<file path="src/rtl/dmem_port_sched.sv">
// ---------------------------------------------------------------------------
// dmem_port_sched
//   Puts the two memory-stage lanes of the dual-issue pipeline onto one
//   single-ported data memory. Lane 1 is always older than lane 2, so it is
//   issued first. Same-address hazards within a pair are resolved when the
//   pair is captured:
//     - lane 1 store and lane 2 load : lane 2 gets the store data forwarded
//     - two stores                   : only the younger store is issued
//     - two loads                    : one access fills both results
//   The pipeline is stalled until the pair is finished. o_Done then pulses
//   for one cycle with o_RD1/o_RD2 valid.
//
// Ports
//   clk, rst_n                   clock; asynchronous reset, active HIGH
//   i_MemRead*/i_MemWrite*       per-lane load/store request
//   i_Addr*/i_WData*             per-lane address / store data
//   o_Stall, o_Done              pipeline freeze / pair-complete pulse
//   o_RD1, o_RD2                 load results, held between pairs
//   o_MemReq/WE/Addr/WData       memory request side
//   i_MemGnt, i_MemRData         grant; read data one cycle after the grant
// ---------------------------------------------------------------------------
module dmem_port_sched #(
   parameter int D_WIDTH = 32
) (
   input  logic               clk,
   input  logic               rst_n,
   input  logic               i_MemRead1,
   input  logic               i_MemWrite1,
   input  logic [D_WIDTH-1:0] i_Addr1,
   input  logic [D_WIDTH-1:0] i_WData1,
   input  logic               i_MemRead2,
   input  logic               i_MemWrite2,
   input  logic [D_WIDTH-1:0] i_Addr2,
   input  logic [D_WIDTH-1:0] i_WData2,
   output logic               o_Stall,
   output logic               o_Done,
   output logic [D_WIDTH-1:0] o_RD1,
   output logic [D_WIDTH-1:0] o_RD2,
   output logic               o_MemReq,
   output logic               o_MemWE,
   output logic [D_WIDTH-1:0] o_MemAddr,
   output logic [D_WIDTH-1:0] o_MemWData,
   input  logic               i_MemGnt,
   input  logic [D_WIDTH-1:0] i_MemRData
);

   localparam logic [1:0] S_IDLE   = 2'd0;
   localparam logic [1:0] S_BUSY   = 2'd1;
   localparam logic [1:0] S_RDWAIT = 2'd2;
   localparam logic [1:0] S_DONE   = 2'd3;

   logic [1:0]         state_q, state_d;
   logic               pend1_q, pend1_d, pend2_q, pend2_d;
   logic               we1_q, we1_d, we2_q, we2_d;
   logic               shared_q, shared_d;
   logic [1:0]         tag_q, tag_d;       // bit0 -> o_RD1, bit1 -> o_RD2
   logic [D_WIDTH-1:0] addr1_q, addr1_d, addr2_q, addr2_d;
   logic [D_WIDTH-1:0] wdata1_q, wdata1_d, wdata2_q, wdata2_d;
   logic [D_WIDTH-1:0] rd1_q, rd1_d, rd2_q, rd2_d;

   // Request decode; a lane with both read and write set is treated as a store.
   logic req1, req2, ld1, ld2, same_addr;
   logic hz_fwd, hz_ww, hz_rr;

   assign req1      = i_MemRead1 | i_MemWrite1;
   assign req2      = i_MemRead2 | i_MemWrite2;
   assign ld1       = i_MemRead1 & ~i_MemWrite1;
   assign ld2       = i_MemRead2 & ~i_MemWrite2;
   assign same_addr = (i_Addr1 == i_Addr2);
   assign hz_fwd    = i_MemWrite1 & ld2 & same_addr;
   assign hz_ww     = i_MemWrite1 & i_MemWrite2 & same_addr;
   assign hz_rr     = ld1 & ld2 & same_addr;

   // Issue the oldest pending lane: lane 2 only once lane 1 is finished.
   logic               sel2;
   logic               cur_we;
   logic [D_WIDTH-1:0] cur_addr, cur_wdata;

   assign sel2      = ~pend1_q;
   assign cur_we    = sel2 ? we2_q    : we1_q;
   assign cur_addr  = sel2 ? addr2_q  : addr1_q;
   assign cur_wdata = sel2 ? wdata2_q : wdata1_q;

   always_comb begin
      state_d  = state_q;
      pend1_d  = pend1_q;
      pend2_d  = pend2_q;
      we1_d    = we1_q;
      we2_d    = we2_q;
      shared_d = shared_q;
      tag_d    = tag_q;
      addr1_d  = addr1_q;
      addr2_d  = addr2_q;
      wdata1_d = wdata1_q;
      wdata2_d = wdata2_q;
      rd1_d    = rd1_q;
      rd2_d    = rd2_q;

      case (state_q)
         S_IDLE: begin
            if (req1 | req2) begin
               addr1_d  = i_Addr1;
               addr2_d  = i_Addr2;
               wdata1_d = i_WData1;
               wdata2_d = i_WData2;
               we1_d    = i_MemWrite1;
               we2_d    = i_MemWrite2;
               pend1_d  = req1 & ~hz_ww;
               pend2_d  = req2 & ~hz_fwd & ~hz_rr;
               shared_d = hz_rr;
               if (hz_fwd) rd2_d = i_WData1;
               state_d  = S_BUSY;
            end
         end

         S_BUSY: begin
            if (pend1_q | pend2_q) begin
               if (i_MemGnt) begin
                  if (sel2) pend2_d = 1'b0;
                  else      pend1_d = 1'b0;
                  if (!cur_we) begin
                     tag_d   = sel2 ? 2'b10 : (shared_q ? 2'b11 : 2'b01);
                     state_d = S_RDWAIT;
                  end else if (sel2 || !pend2_q) begin
                     // the granted store was the last pending access
                     state_d = S_DONE;
                  end
               end
            end else begin
               state_d = S_DONE;
            end
         end

         S_RDWAIT: begin
            if (tag_q[0]) rd1_d = i_MemRData;
            if (tag_q[1]) rd2_d = i_MemRData;
            state_d = (pend1_q | pend2_q) ? S_BUSY : S_DONE;
         end

         default: begin
            // DONE: pipeline still shows the finished pair, so inputs are ignored
            state_d = S_IDLE;
         end
      endcase
   end

   always_ff @(posedge clk or posedge rst_n) begin
      if (rst_n) begin
         state_q  <= S_IDLE;
         pend1_q  <= 1'b0;
         pend2_q  <= 1'b0;
         we1_q    <= 1'b0;
         we2_q    <= 1'b0;
         shared_q <= 1'b0;
         tag_q    <= 2'b00;
         addr1_q  <= '0;
         addr2_q  <= '0;
         wdata1_q <= '0;
         wdata2_q <= '0;
         rd1_q    <= '0;
         rd2_q    <= '0;
      end else begin
         state_q  <= state_d;
         pend1_q  <= pend1_d;
         pend2_q  <= pend2_d;
         we1_q    <= we1_d;
         we2_q    <= we2_d;
         shared_q <= shared_d;
         tag_q    <= tag_d;
         addr1_q  <= addr1_d;
         addr2_q  <= addr2_d;
         wdata1_q <= wdata1_d;
         wdata2_q <= wdata2_d;
         rd1_q    <= rd1_d;
         rd2_q    <= rd2_d;
      end
   end

   // Outputs are gated by reset so a mid-access reset drops them at once,
   // even while the pipeline still presents a request in IDLE.
   assign o_Stall    = ~rst_n & (((state_q == S_IDLE) & (req1 | req2)) |
                                 (state_q == S_BUSY) | (state_q == S_RDWAIT));
   assign o_Done     = ~rst_n & (state_q == S_DONE);
   assign o_MemReq   = ~rst_n & (state_q == S_BUSY) & (pend1_q | pend2_q);
   assign o_MemWE    = o_MemReq & cur_we;
   assign o_MemAddr  = o_MemReq ? cur_addr  : '0;
   assign o_MemWData = o_MemReq ? cur_wdata : '0;
   assign o_RD1      = rd1_q;
   assign o_RD2      = rd2_q;

endmodule

</file>
<file path="config.mk">
export PLATFORM = sky130hd
export DESIGN_NAME = dmem_port_sched
export DESIGN_NICKNAME = d
export VERILOG_FILES = /design/src/rtl/dmem_port_sched.sv
export SDC_FILE = /design/constraint.sdc
export NUM_CORES = 1
export LEC_CHECK = 0
export ABC_AREA = 1
export CELL_PAD_IN_SITES_DETAIL_PLACEMENT = 1
export CELL_PAD_IN_SITES_GLOBAL_PLACEMENT = 2
export CORE_MARGIN = 5
export CORE_UTILIZATION = 27
export CTS_BUF_LIST = sky130_fd_sc_hd__clkbuf_8
export DETAILED_ROUTE_END_ITERATION = 16
export PLACE_DENSITY = 0.83
export SETUP_SLACK_MARGIN = 0.2
export SYNTH_ARGS = -nofsm -noshare
export SYNTH_HDL_FRONTEND = slang
export SYNTH_SLANG_ARGS = --single-unit
</file>
<file path="constraint.sdc">
create_clock -name clk -period 9.5 [get_ports clk]
set_clock_uncertainty 0.1 [all_clocks]
set_input_delay 1.9 -clock clk [delete_from_list [all_inputs] [get_ports clk]]
set_output_delay 1.9 -clock clk [all_outputs]
set_load 0.05 [all_outputs]
</file>
; After elaboration in Yosys (flattened, before gate mapping)
; Index checks and enable logic that the tools add are counted.
[op_classes]
eq_ne = 12
n_mux = 27
bitwise = 31
reduce_logical = 12
[op_table]
columns = cell, n
row1 = 32-bit two-way mux, 7
row2 = 32-bit one-hot mux with 2 select lines, 1
row3 = 32-bit equality test, 1
row4 = 1-bit AND, 17
row5 = 2-bit two-way mux, 8
row6 = 2-bit inequality test (second input constant), 6
row7 = 4-bit AND reduction, 3
row8 = 1-bit two-way mux, 8
row9 = 1-bit inverter, 8
row10 = 1-bit OR, 6
row11 = 2-bit one-hot mux with 3 select lines, 1
row12 = 5-bit AND reduction, 1
row13 = 2-bit equality test (second input constant), 2
row14 = 4-bit inequality test (second input constant), 1
row15 = 1-bit one-hot mux with 2 select lines, 2
row16 = 2-bit AND reduction, 2
row17 = 2-bit nonzero test, 2
row18 = 3-bit inequality test (second input constant), 1
row19 = 3-bit AND reduction, 1
row20 = 2-bit by 1-bit equality test with 1-bit output (second input constant), 1
row21 = 2-bit zero test, 1
row22 = 1-bit zero test, 1
row23 = 1-bit logical OR, 1
[totals]
reg_bits = 201
in_bits = 167
elab_cells = 95

; Longest topological paths before layout
; Gate-level depths: netlist of the first run.
[logic_depth]
word_depth = 9
depth_mapped = 13

; Worst setup path before layout of the first run
; OpenSTA, ideal clock, no wires.
[synth_path]
path_kind = input to output
start = input rst_n
end = output o_MemAddr[0]
arrival_ns = 7.593
t_required_ns = 7.500
path_slack_ns = -0.093
path_stages = 4
path_buffers = 1
path_cell_list = inv_1 -> nand2_1 -> buf_2 -> a21oi_1
[synth_between]
elab_chain_len = 4
[synth_lines]
columns = item, line_no
row1 = from (decl), 26  ; input logic rst_n,
row2 = 1-bit inverter, 184  ; assign o_MemReq = ~rst_n & (state_q == S_BUSY) & (pend1_q | pend2_q);
row3 = 1-bit AND (2 in a row), 184
row4 = 32-bit two-way mux, 186  ; assign o_MemAddr = o_MemReq ? cur_addr : '0;
row5 = to (decl), 41  ; output logic [D_WIDTH-1:0] o_MemAddr,
; Every way passes these cells.

; Final worst setup path of the first run
[layout_path]
start = input rst_n
end = output o_MemWData[31]
[layout_between]
elab_chain_len = 4
[layout_lines]
columns = item, line_no
row1 = 1-bit inverter, 184
row2 = 1-bit AND (2 in a row), 184
row3 = 32-bit two-way mux, 187  ; assign o_MemWData = o_MemReq ? cur_wdata : '0;
row4 = to (decl), 42  ; output logic [D_WIDTH-1:0] o_MemWData,
; Every way passes these cells.

==> metrics.cfg, run 1 <==
[status]
status=finished clean

[timing]
slew_headroom=0.316
whs_ps=367
rsz0062_at_grt=false
setup_viol=0
tightest_slew_ps=1030
slew_violations=0
worst_slack_ps=3250
setup_tns_ps=0
hold_viol_final=0
layout_worst_path_cycle_share=0.657
min_period_ps=6250
max_freq_mhz=160

[logic_synthesis]
synth_nets=1390
synthCells=1223
synth_top_cell_area_share=0.519
syn-cell-area_sq_um=9690
synthFlopType=dfrtp_1
synth_area_leader_cell=dfrtp_1
yosysSeqAreaShare=0.519
ys_top_cells_by_area=dfrtp_1 (52%), nand2_1 (23%), o21ai_0 (4.3%)
synthArstFlopShare=1.00
synth_cell_type_count=29
synth_edf_count=0
yosys_register_bits=201
ys_warn_count=0
synth_area_per_cell_sq_um=7.92

[clocking]
clk_pin_slew_ps=60
cts_setup_buffers=0
htreeDepth=2
numCtsBuffers=38
hold_buffers=0
clock-sinks=201
root_buffer=clkbuf_8
post_cts_resized=0
cts_max_path_buffers=3
cts_tree=built
clk_latency_ps=520

[floorplanning]
die_area_sq_um=39800
pin_count=299
start_util=0.273
coreArea_sq_um=35500
die_h_um=199
die_x_um=199
rows=69

[job]
maxCapViolCount=0

[detailed_routing]
ant_nets=0
drc=0
first_iter_violations=417
wl_um=36000
dr.pass1.iters=4
vias=8958
viasPerCell=4.50
wl_per_cell_um=18.1

[global_routing]
grt_start_max_net_pins=109
track_usage=0.178
grt_pass1_vias=9628
grt_first_pass_wirelength_um=55900
overflow=0
antenna_found_initial=6

[pwr]
power_density_nw_per_um2=357
ir_worst_vdd_v=0.000193
p_leak_uw=0.00645
power_uw=4910

[setup_path]
worstSetupEndpointType=output pin
crit_path_start_kind=input pin
cp_max_fo=66
path_class=in2out
critPathRequiredTime_ps=7500
cp.arrival_ps=4250

[hold_path]
hp-class=reg2reg

[place]
portBuffers=298
dp_hpwl_um=26000
gp_congestion=0.818
place_ws_ps=3230

[cells_and_area]
areaGrowthSynthToFinish_pct=41.8
drive_above_1_share=0.0884
fin_util=0.387
fin_nets=1667
fill_cells=4222

-- power breakdown --
group          leakage, uW  internal [uW]  total, uW  switching [uW]
clock             0.000451            475        851             375
sequential         0.00246           1290       1540             251
combinational      0.00354            764       2520            1750
total              0.00645           2530       4910            2380
-- per-stage QoR --
step | instance area [sq um] | std cells
after floorplan | 9700 | 1223
after global placement | 13000 | 1921
after detailed placement | 13000 | 1921
after CTS | 13700 | 1989
after global routing | 13700 | 1990
final | 13700 | 1992
-- cells in the mapped netlist (5+ instances only) --
master,number
dfrtp_1,201
a21oi_2,40
nand2_1,605
o21ai_0,84
clkbuf_1,28
mux2_1,13
nand3_1,36
nor2_1,20
buf_2,28
a21oi_1,25
buf_6,8
mux2_2,6
xnor2_1,19
inv_2,14
o21ai_1,14
inv_1,58
buf_4,5
-- registers in the layout, summed over array words and instances (netlist names), 2 cells and up --
register  count
addr1_q      32
addr2_q      32
o_RD1        32
o_RD2        32
state_q       2
tag_q         2
wdata1_q     32
wdata2_q     32
-- critical path, stage by stage --
cell             delay (ps)
clkdlybuf4s50_1         460
clkinvlp_4              120
nand2_4                 480
a21oi_1                 370
clkdlybuf4s50_1         850
-- cells by family after synthesis --
kind of cell	synth area share
simple gates	0.272
flops	0.519
compound gates	0.104
buf+inv	0.0664
xor+xnor	0.0172
mux	0.0221
-- final timing paths --
check                                start  depth (start not counted)  slack, ps             end
worst max-delay path                 rst_n                          5       3250  o_MemWData[31]
worst min-delay path             o_RD2[11]                          2        370       o_RD2[11]
worst max register to register  state_q[0]                          7       6370       o_RD2[17]
worst min register to register   o_RD2[11]                          2        370       o_RD2[11]
max in group asynchronous            rst_n                          4       5780       o_RD2[12]
min in group asynchronous            rst_n                          3       1980     addr2_q[28]
-- routing by layer --
metal  share of wire  vias up  GRT usage
met5          0.0018        -          0
met4           0.018       10     0.0418
met3           0.078       52     0.0541
met2            0.46      259      0.289
met1            0.44     4262      0.236
li1                -     4375          -
-- placed cells by master, fill, tap and decap left out, types with 13 or more instances in the layout --
cell type / Yosys / routed
nand2_1: 605 / 604
o21ai_0: 84 / 84
o21ai_1: 14 / 14
inv_1: 58 / 71
dfrtp_1: 201 / 200
mux2_1: 13 / 13
nor2_1: 20 / 20
clkbuf_8: 0 / 47
clkdlybuf4s50_1: 0 / 298
nand3_1: 36 / 36
a21oi_2: 40 / 40
inv_2: 14 / 14
a21oi_1: 25 / 25
xnor2_1: 19 / 19
-- cell type report --
type	instances	area [sq um]	share of cell area
Antenna cell	3	7.51	0.000546
Clock buffer	47	647	0.0471
Clock inverter	21	120	0.00874
Inverter	72	274	0.0199
Multi-Input combinational cell	881	4040	0.294
Sequential cell	201	5030	0.366
Tap cell	461	577	0.0420
Timing Repair Buffer	306	3040	0.221
(Power assumes the default switching activity.)
==> run 2: changes to the inputs <==
==> constraint.sdc (replaced) <==
create_clock -name clk -period 6.2 [get_ports clk]
set_clock_uncertainty 0.1 [all_clocks]
set_input_delay 1.24 -clock clk [delete_from_list [all_inputs] [get_ports clk]]
set_output_delay 1.24 -clock clk [all_outputs]
set_load 0.05 [all_outputs]
==> metrics.cfg, run 2 (synthesis gave the netlist of run 1 again) <==
[timing]
setup_viol=0
rsz0062_at_grt=false
tightest_slew_ps=973
slew_headroom=0.352
hold_viol_final=0
slew_violations=0
worst_slack_ps=1360
max_freq_mhz=206
setup_tns_ps=0
layout_worst_path_cycle_share=0.781
whs_ps=372
min_period_ps=4840

[global_routing]
grt_start_max_net_pins=96
antenna_found_initial=4
track_usage=0.176
overflow=0
grt_first_pass_wirelength_um=55300
grt_pass1_vias=9752

[floorplanning]
die_x_um=199
die_area_sq_um=39800
pin_count=299
coreArea_sq_um=35500
die_h_um=199
rows=69
start_util=0.273

[clocking]
clk_pin_slew_ps=60
cts_setup_buffers=0
cts_tree=built
clock-sinks=201
numCtsBuffers=40
htreeDepth=2
post_cts_resized=0
cts_max_path_buffers=3
clk_latency_ps=520
hold_buffers=0
root_buffer=clkbuf_8

[place]
place_ws_ps=1270
gp_congestion=0.783
dp_hpwl_um=25900
placed_cell_area_sq_um=13000
portBuffers=298

[detailed_routing]
wl_um=36000
first_iter_violations=319
drc=0
vias=8949
dr.pass1.iters=5
route.met2.wl_um=16600
top_layer_used=met5
wl_met3_um=2610
drt-met1-wl_um=15600
ant_nets=0
viasPerCell=4.49
wl_per_cell_um=18.1

[setup_path]
crit_path_start_kind=input pin
worstSetupEndpointType=output pin
path_class=in2out
cp.arrival_ps=3500
critPathRequiredTime_ps=4860
cp_max_fo=63

[cells_and_area]
final_cell_mix=nand2_1 (604), clkdlybuf4s50_1 (298), dfrtp_1 (200), o21ai_0 (84), inv_1 (68)
fin_nets=1671
areaGrowthSynthToFinish_pct=42.2
final_common_cell=nand2_1
drive_above_1_share=0.0910
post-route-cell-area_sq_um=13800

[status]
status=finished clean

[job]
maxCapViolCount=0

[pwr]
ir_worst_vdd_v=0.000291
power_density_nw_per_um2=548
p_leak_uw=0.00645
power_uw=7550

[hold_path]
hp-class=reg2reg

run 2: per-stage QoR:
| stage | util | cells |
|---|---|---|
| 3_3_place_gp | 0.367 | 1923 |
| 3_5_place_dp | 0.367 | 1923 |
| 2_1_floorplan | - | 1223 |
| 5_1_grt | 0.388 | 1991 |
| 4_1_cts | 0.388 | 1989 |
| 6_report | 0.388 | 1991 |
run 2: layer usage:
metal / vias up / GRT usage
met5: - / 0
met4: 2 / 0.0566
met3: 67 / 0.0482
met2: 250 / 0.287
met1: 4260 / 0.227
li1: 4370 / -
run 2: worst paths after layout:
kind | depth (start not counted) | slack [ps] | end | from
hold / removal | 2 | 370 | o_RD2[30] | o_RD2[30]
hold reg to reg | 2 | 370 | o_RD2[30] | o_RD2[30]
max in group asynchronous | 4 | 3190 | o_RD1[9] | rst_n
setup / recovery | 6 | 1360 | o_Stall | rst_n
min in group asynchronous | 3 | 1330 | pend1_q | rst_n
setup reg to reg | 6 | 3200 | addr1_q[23] | state_q[0]
run 2: worst max-delay path, stage by stage:
cell and delay, ps:
clkdlybuf4s50_1 460, clkinvlp_4 120, buf_4 650, nand3_1 150, inv_1 90, clkdlybuf4s50_1 800
run 2: power breakdown:
| part | leakage [uW] | switching (uW) | internal, uW |
|---|---|---|---|
| sequential | 0.00246 | 389 | 1970 |
| combinational | 0.00356 | 2680 | 1190 |
| clock | 0.000439 | 580 | 732 |
run 2: area by class of cell:
type	instances	area [sq um]
multi-input cells	881	4040
clock buffers	51	702
repair buffers	308	3080
inverters	72	274
clock inverters	15	66.3
well taps	461	577
fillers	4256	21700
flip-flops and latches	201	5030
diodes	2	5.00
==> run 3: changes to the inputs <==
--- a/config.mk
+++ b/config.mk
@@ -9,10 +9,10 @@
 export CELL_PAD_IN_SITES_DETAIL_PLACEMENT = 1
 export CELL_PAD_IN_SITES_GLOBAL_PLACEMENT = 2
 export CORE_MARGIN = 5
-export CORE_UTILIZATION = 27
+export CORE_UTILIZATION = 24
 export CTS_BUF_LIST = sky130_fd_sc_hd__clkbuf_8
 export DETAILED_ROUTE_END_ITERATION = 16
-export PLACE_DENSITY = 0.83
+export PLACE_DENSITY = 0.78
 export SETUP_SLACK_MARGIN = 0.2
 export SYNTH_ARGS = -nofsm -noshare
 export SYNTH_HDL_FRONTEND = slang
==> constraint.sdc (replaced) <==
create_clock -name clk -period 4.3 [get_ports clk]
set_clock_uncertainty 0.1 [all_clocks]
set_input_delay 0.86 -clock clk [delete_from_list [all_inputs] [get_ports clk]]
set_output_delay 0.86 -clock clk [all_outputs]
set_load 0.05 [all_outputs]
==> metrics.cfg, run 3 (synthesis gave the netlist of run 1 again) <==
[cells_and_area]
fin_nets=1675
final_common_cell=nand2_1
seq_area_sq_um=5030
final_cell_mix=nand2_1 (604), clkdlybuf4s50_1 (232), dfrtp_1 (200), o21ai_0 (84), inv_1 (74)
multi_input_area_sq_um=4040
fill_cells=4859
drive_above_1_share=0.133
areaGrowthSynthToFinish_pct=42.0
post-route-cell-area_sq_um=13800

[clocking]
htreeDepth=2
clock-sinks=201
root_buffer=clkbuf_8
post_cts_resized=0
cts_setup_buffers=0
cts_max_path_buffers=3
numCtsBuffers=41
clk_pin_slew_ps=60
hold_buffers=0
clk_latency_ps=570
cts_tree=built

[floorplanning]
rows=73
start_util=0.243
die_h_um=211
coreArea_sq_um=39800
die_x_um=211
die_area_sq_um=44500
pin_count=299

[detailed_routing]
drc=0
dr.pass1.iters=4
wl_per_cell_um=17.3
ant_nets=0
wl_um=35700
viasPerCell=4.33
first_iter_violations=319
vias=8933

[global_routing]
track_usage=0.157
grt_pass1_vias=9485
antenna_found_initial=8
grt_first_pass_wirelength_um=55200
overflow=0
grt_start_max_net_pins=129

[setup_path]
critPathRequiredTime_ps=3340
worstSetupEndpointType=output pin
cp_max_fo=4
path_class=in2out
cp.arrival_ps=2500
crit_path_start_kind=input pin

[timing]
max_freq_mhz=289
rsz0062_at_grt=false
setup_viol=0
tightest_slew_ps=1040
whs_ps=369
slew_violations=0
layout_worst_path_cycle_share=0.805
hold_viol_final=0
min_period_ps=3460
slew_headroom=0.303

[job]
maxCapViolCount=0

[pwr]
p_leak_uw=0.00662
ir_worst_vdd_v=0.000249
power_density_nw_per_um2=784

[place]
portBuffers=298
dp_hpwl_um=25100
gp_congestion=0.786
placed_cell_area_sq_um=13000

[hold_path]
hp-class=reg2reg

[status]
status=finished clean

run 3: critical path, stage by stage:
cell,delay [ps]
clkdlybuf4s50_1,530
nor2_1,80
nand3_1,100
nand3_1,80
inv_1,50
clkdlybuf4s50_1,790
run 3: stage by stage:
step / std cells / setup slack, ps / util / setup TNS [ps] / total power, uW
6_report: 2063 / 841 / 0.346 / 0 / 10800
5_1_grt: 2062 / 698 / 0.345 / 0 / 11600
4_1_cts: 2058 / 773 / 0.345 / 0 / 11000
3_5_place_dp: 1990 / 832 / 0.326 / 0 / 9040
3_3_place_gp: 1990 / 832 / 0.326 / 0 / 8930
2_1_floorplan: 1223 / -1260 / - / -82850 / 7160
run 3: power breakdown:
part	internal (uW)	leakage (uW)	switching, uW	total, uW
sequential	2840	0.00246	514	3360
combinational	1710	0.00372	3840	5550
clock	1030	0.000445	851	1880
run 3: area by class of cell:
| cell class | count | area share |
|---|---|---|
| diodes | 5 | 0.000909 |
| clock buffers | 46 | 0.0460 |
| clock inverters | 22 | 0.00855 |
| inverters | 72 | 0.0199 |
| multi-input cells | 881 | 0.294 |
| flip-flops and latches | 201 | 0.366 |
| well taps | 525 | 0.0477 |
| repair buffers | 311 | 0.217 |
run 3: final timing paths:
path	startpoint	endpoint	slack (ps)	depth (start not counted)
max	i_MemWrite1	o_Stall	840	6
min reg2reg	o_RD2[9]	o_RD2[9]	370	2
min in group asynchronous	rst_n	pend1_q	690	3
max reg2reg	state_q[0]	o_RD2[27]	1660	6
max in group asynchronous	rst_n	addr1_q[2]	2180	4
min	o_RD2[9]	o_RD2[9]	370	2
run 3: per-layer routing:
layer  up-vias  GRT usage  share of wire
met3        54     0.0545          0.078
met2       236      0.256           0.46
met4         8     0.0496          0.022
met5         -          0         0.0014
met1      4242      0.196           0.44
li1       4393          -              -
